## src/rtl/ahb_arb_pkg.sv

```systemverilog
// Shared types and helpers for the AHB-Lite bus arbiter.
package ahb_arb_pkg;

    typedef enum logic [1:0] {
        HT_IDLE   = 2'd0,
        HT_BUSY   = 2'd1,
        HT_NONSEQ = 2'd2,
        HT_SEQ    = 2'd3
    } htrans_e;

    typedef enum logic [2:0] {
        HB_SINGLE = 3'd0,
        HB_INCR   = 3'd1,
        HB_WRAP4  = 3'd2,
        HB_INCR4  = 3'd3,
        HB_WRAP8  = 3'd4,
        HB_INCR8  = 3'd5,
        HB_WRAP16 = 3'd6,
        HB_INCR16 = 3'd7
    } hburst_e;

    typedef enum logic [1:0] {
        ST_PARK  = 2'd0,
        ST_OWN   = 2'd1,
        ST_BURST = 2'd2,
        ST_LOCK  = 2'd3
    } arb_state_e;

    // Beats in a burst; 0 stands for an unbounded INCR.
    function automatic logic [4:0] beats_of(input logic [2:0] hburst);
        case (hburst)
            HB_SINGLE:           return 5'd1;
            HB_INCR:             return 5'd0;
            HB_WRAP4, HB_INCR4:  return 5'd4;
            HB_WRAP8, HB_INCR8:  return 5'd8;
            default:             return 5'd16;
        endcase
    endfunction

endpackage

```

## src/rtl/ahb_rr_picker.sv

```systemverilog
// Combinational round-robin pick: search from last+1 upward, last owner checked last.
module ahb_rr_picker #(
    parameter int N  = 4,
    parameter int MW = $clog2(N)
) (
    input  logic [N-1:0]  req,
    input  logic [MW-1:0] last,
    output logic [N-1:0]  gnt,
    output logic          valid
);

    logic [MW-1:0] idx;

    always_comb begin
        gnt   = '0;
        valid = 1'b0;
        idx   = '0;
        for (int i = 1; i <= N; i++) begin
            idx = MW'((int'(last) + i) % N);
            if (!valid && req[idx]) begin
                gnt[idx] = 1'b1;
                valid    = 1'b1;
            end
        end
    end

endmodule

```

## src/rtl/ahb_lite_arbiter.sv

```systemverilog
// AHB-Lite multi-master arbiter: grant FSM, beat counter, lock tracking and
// the hmaster / hmaster_data select pipeline.
//
// state | meaning
// PARK  | DEFAULT_MASTER holds the grant, nobody requesting
// OWN   | grant held for single transfers or INCR
// BURST | fixed-length burst in progress, beat counter active
// LOCK  | owner runs a locked sequence, rearbitration suppressed
module ahb_lite_arbiter
    import ahb_arb_pkg::*;
#(
    parameter int NUM_MASTERS    = 4,
    parameter int DEFAULT_MASTER = 0,
    parameter int MW             = $clog2(NUM_MASTERS)
) (
    input  logic                   hclk,
    input  logic                   hresetn,
    input  logic [NUM_MASTERS-1:0] hbusreq,
    input  logic [NUM_MASTERS-1:0] hlock,
    input  logic [1:0]             htrans,
    input  logic [2:0]             hburst,
    input  logic                   hready,
    output logic [NUM_MASTERS-1:0] hgrant,
    output logic [MW-1:0]          hmaster,
    output logic [MW-1:0]          hmaster_data,
    output logic                   hmastlock
);

    localparam logic [NUM_MASTERS-1:0] GNT_RST = NUM_MASTERS'(1) << DEFAULT_MASTER;
    localparam logic [MW-1:0]          DEF_IDX = MW'(DEFAULT_MASTER);

    arb_state_e             state, state_n;
    logic [4:0]             cnt, cnt_n, nbeats;
    logic [NUM_MASTERS-1:0] gnt_n, pick_gnt;
    logic [MW-1:0]          gnt_idx;
    logic                   pick_valid, hlock_q;
    logic                   settled, last_beat, incr_drop, burst_hold, fixed_burst, rearb;

    ahb_rr_picker #(.N(NUM_MASTERS), .MW(MW)) u_picker (
        .req   (hbusreq),
        .last  (gnt_idx),
        .gnt   (pick_gnt),
        .valid (pick_valid)
    );

    always_comb begin
        gnt_idx = '0;
        for (int i = 0; i < NUM_MASTERS; i++) begin
            if (hgrant[i]) gnt_idx = MW'(i);
        end
    end

    assign nbeats      = beats_of(hburst);
    assign fixed_burst = (nbeats > 5'd1);
    // Handover is only decided once the granted master actually owns the address phase.
    assign settled     = (hmaster == gnt_idx);
    assign last_beat   = (htrans == HT_SEQ && state == ST_BURST && cnt == 5'd1) ||
                         (htrans == HT_NONSEQ && hburst == HB_SINGLE);
    assign incr_drop   = (hburst == HB_INCR) && !hbusreq[gnt_idx];
    assign burst_hold  = (state == ST_BURST) && !last_beat;
    assign hmastlock   = (state == ST_LOCK) && hlock_q;

    always_comb begin
        rearb = 1'b0;
        if (hready && settled) begin
            if (state == ST_LOCK)
                rearb = !hlock[gnt_idx] && (htrans != HT_BUSY);
            else
                rearb = !burst_hold && (htrans == HT_IDLE || last_beat || incr_drop);
        end
    end

    always_comb begin
        state_n = state;
        cnt_n   = cnt;
        gnt_n   = hgrant;
        case (state)
            ST_PARK, ST_OWN: begin
                if (htrans == HT_NONSEQ && fixed_burst) begin
                    state_n = ST_BURST;
                    cnt_n   = nbeats - 5'd1;
                end
            end
            ST_BURST: begin
                if (htrans == HT_SEQ) begin
                    cnt_n = cnt - 5'd1;
                    if (cnt == 5'd1) state_n = ST_OWN;
                end else if (htrans != HT_BUSY) begin
                    cnt_n   = '0;
                    state_n = ST_OWN;
                end
            end
            default: ;
        endcase
        if (rearb) begin
            cnt_n = '0;
            if (hbusreq[gnt_idx] && hlock[gnt_idx]) begin
                state_n = ST_LOCK;
            end else if (pick_valid) begin
                gnt_n   = pick_gnt;
                state_n = ST_OWN;
            end else begin
                gnt_n   = GNT_RST;
                state_n = ST_PARK;
            end
        end
    end

    always_ff @(posedge hclk or negedge hresetn) begin
        if (!hresetn) begin
            state        <= ST_PARK;
            cnt          <= '0;
            hgrant       <= GNT_RST;
            hmaster      <= DEF_IDX;
            hmaster_data <= DEF_IDX;
            hlock_q      <= 1'b0;
        end else if (hready) begin
            state        <= state_n;
            cnt          <= cnt_n;
            hgrant       <= gnt_n;
            hmaster      <= gnt_idx;
            hmaster_data <= hmaster;
            hlock_q      <= hlock[gnt_idx];
        end
    end

endmodule
```

## config.mk

```make
export PLATFORM = sky130hd
export DESIGN_NAME = ahb_lite_arbiter
export DESIGN_NICKNAME = d
export VERILOG_FILES = /design/src/rtl/ahb_arb_pkg.sv /design/src/rtl/ahb_rr_picker.sv /design/src/rtl/ahb_lite_arbiter.sv
export SDC_FILE = /design/constraint.sdc
export NUM_CORES = 1
export LEC_CHECK = 0
export ABC_AREA = 1
export CAP_MARGIN = 20
export CORE_MARGIN = 3
export CORE_UTILIZATION = 50
export DETAILED_ROUTE_END_ITERATION = 7
export GPL_TIMING_DRIVEN = 1
export PLACE_DENSITY = 0.75
export SKIP_LAST_GASP = 1
export SYNTH_ARGS = -nofsm -noshare
export SYNTH_HDL_FRONTEND = slang
export SYNTH_SLANG_ARGS = --single-unit
```

## constraint.sdc

```tcl
create_clock -name hclk -period 5.05 [get_ports hclk]
set_input_delay 1.01 -clock hclk [delete_from_list [all_inputs] [get_ports hclk]]
set_output_delay 1.01 -clock hclk [all_outputs]
set_load 0.1 [all_outputs]
```

==> results_dict.tcl <==
set metrics [dict create \
    clkPwrFrac 0.063 \
    grt_max_degree 17 \
    cp-start-kind "flop" \
    ys.flop_type "dfrtp_1" \
    endpoint_kind "primary output" \
    ioPinCount 25 \
    sw_frac_of_total 0.598 \
    ant_nets 0 \
    cts_buffers 3 \
    final.setup.tns_ns 0 \
    post_synth_instance_area_um2 1590 \
    dpl.hpwl_mm 2.71 \
    pre_cts_slack_ns 2.24 \
    critPathKind "flop to primary output" \
    antenna_cells 0 \
    cts.clk_slew.worst_paths_ns 0.10 \
    synthArstFlopShare 1.00 \
    rows 19 \
    fin_ws_ns 1.97 \
    holdWs_ns 0.471 \
    critical_path_arrival_ns 2.07 \
    cts_num_sinks 16 \
    cts_tree "built" \
    cts_max_level 1 \
    fin_nets 286 \
    die_w_um 62.4 \
    grt_usage 0.183 \
    antenna_found_initial 0 \
    drive_above_1_share 0.134 \
    syn2layout_area_growth_pct 20.0 \
    cts_setup_buffers 0 \
    maxSlewViolCount 0 \
    drv_cap 0 \
    p_seq_frac 0.176 \
    firstDrtPassIters 4 \
    combPwrFrac 0.760 \
    p_switching_uw 810 \
    die-area_um2 3890 \
    drc_errors 0 \
    die_y_um 62.4 \
    synth-edff-count 0 \
    viasPerCell 5.07 \
    rsz0062_at_grt "no" \
    crit_path_max_fanout 5 \
    hold_violations 0 \
    initial_utilization 0.548 \
    p_int_uw 544 \
    port_buffers 24 \
    synth_seq_cells 16 \
    min_path_type "flop to flop" \
    finalSetupViolations 0 \
    pwr_density_cell_nw_per_um2 710 \
    grt_pass1_wl_mm 6.03 \
    clk_path_buf_depth 2 \
    period_share 0.611 \
    synth_nets 258 \
    overflow 0 \
    drt_wl_total_mm 3.29 \
    final.min_clock_period_ns 3.08 \
    vias 1501 \
    maxSlewHeadroom 0.350 \
    clock_skew_ns 0.00396 \
    syn_inst 227 \
    num-fill-cells 275 \
    ys_types 30 \
    wire_per_inst_um 11.1 \
    power_mw 1.35 \
    vdd_drop_max_mv 0.466 \
    outcome "complete, no violations" \
    fmax_ghz 0.324 \
    gp_congestion 0.844 \
    cts_hold_buffers 0 \
    core-area_um2 2900 \
    cp.required_ns 4.04 \
    p_leak_nw 0.968 \
    worstMarginPinSlew_ns 0.971 \
    syn_area_per_cell_um2 7.00 \
    synth_seq_area_share 0.253 \
    grt_pass1_vias 1364 \
    initialDrtViolationCount 55 \
    worst_skew_pair.late_latency_ns 0.29 \
    post_cts_resized 0 \
    root_buffer "clkbuf_4" \
    yosysWarnings 0 \
]
## through the flow
stage	utilization	cell area (um^2)	std cells
after floorplan	-	1590	227
after global placement	0.645	1870	292
after detailed placement	0.645	1870	292
after CTS	0.657	1910	296
after global routing	0.657	1910	296
final	0.657	1910	296
## per-layer routing
metal	GRT usage	vias to the layer above	wire, um
met4	0.0220	0	0
met3	0.0396	0	214
li1	-	780	-
met1	0.266	683	1600
met5	0	-	0
met2	0.286	38	1480
## power by group through the flow
stage	Sequential [mW]	Clock [mW]	Combinational [mW]
2_1_floorplan	0.432	0	0.644
3_3_place_gp	0.240	0	1.02
3_5_place_dp	0.240	0	1.03
4_1_cts	0.238	0.0887	1.03
5_1_grt	0.250	0.0945	1.15
6_report	0.239	0.0858	1.03
## cells in the mapped netlist (2+ instances only)
master	n	area (um^2)
nand2_1	54	203
inv_1	37	139
nand3_1	20	100
dfrtp_1	15	375
ha_1	15	188
nor2_1	14	52.6
o21ai_0	10	50.1
o21ai_1	8	40.0
inv_2	6	22.5
nand2_2	6	37.5
nand4_1	6	37.5
nand2_4	5	56.3
o22ai_1	4	25.0
nand3_2	3	30.0
a21oi_1	2	10.0
a21oi_4	2	32.5
and2_1	2	12.5
nand3b_1	2	15.0
nor2_2	2	12.5
nor2_4	2	22.5
xnor2_1	2	17.5
xor2_1	2	17.5
## path summary, 6_finish.rpt
check	startpoint	end	slack, ns	cells past startpoint
setup / recovery	state[1]	hmastlock	1.97	3
hold / removal	hgrant[0]	hgrant[0]	0.47	2
setup reg to reg	hgrant[2]	hgrant[3]	2.75	12
hold reg to reg	hgrant[0]	hgrant[0]	0.47	2
max in group asynchronous	hresetn	hmaster[0]	3.47	1
min in group asynchronous	hresetn	hgrant[1]	1.13	1
## cells in the final DEF, fill, tap and decap left out, types with 3 or more instances in the layout
cell type        count
nand2_1             54
inv_1               37
clkdlybuf4s50_1     24
nand3_1             20
ha_1                15
dfrtp_1             15
nor2_1              14
o21ai_0             10
o21ai_1              8
inv_2                6
nand4_1              6
nand2_2              6
nand2_4              5
o22ai_1              4
nand3_2              3
clkbuf_4             3
## registers in the layout, summed over array words and instances, names as in the netlist
| name | cells |
|---|---|
| hlock_q | 1 |
| state | 2 |
| hmaster | 2 |
| hgrant | 4 |
| hmaster_data | 2 |
| cnt | 5 |
## kinds of logic (layout without fill, tap and decap cells)
kind of cell,after synthesis,after routing,synth area share
AO/OA/AOI/OAI,30,30,0.124
buffers and inverters,44,71,0.109
flip-flops,16,16,0.253
AND/OR/NAND/NOR,118,118,0.375
XOR/XNOR,4,4,0.0221
adder cells (fa/ha/maj),15,15,0.118
## critical path: stages, from the launching register on
cell	delay, ns
dfrtp_1	0.41
nand2_1	0.12
nor2_1	0.11
clkdlybuf4s50_1	1.14
## final cells by class
class                      count  area (um^2)  area share
timing repair buffer          24          240       0.126
sequential                    16          402       0.211
tap                           42         52.6      0.0276
clock buffer                   4         36.3      0.0190
multi-input combinational    167         1010       0.532
inverter                      43          161      0.0846
No activity file was read; power rests on OpenSTA's default activity.
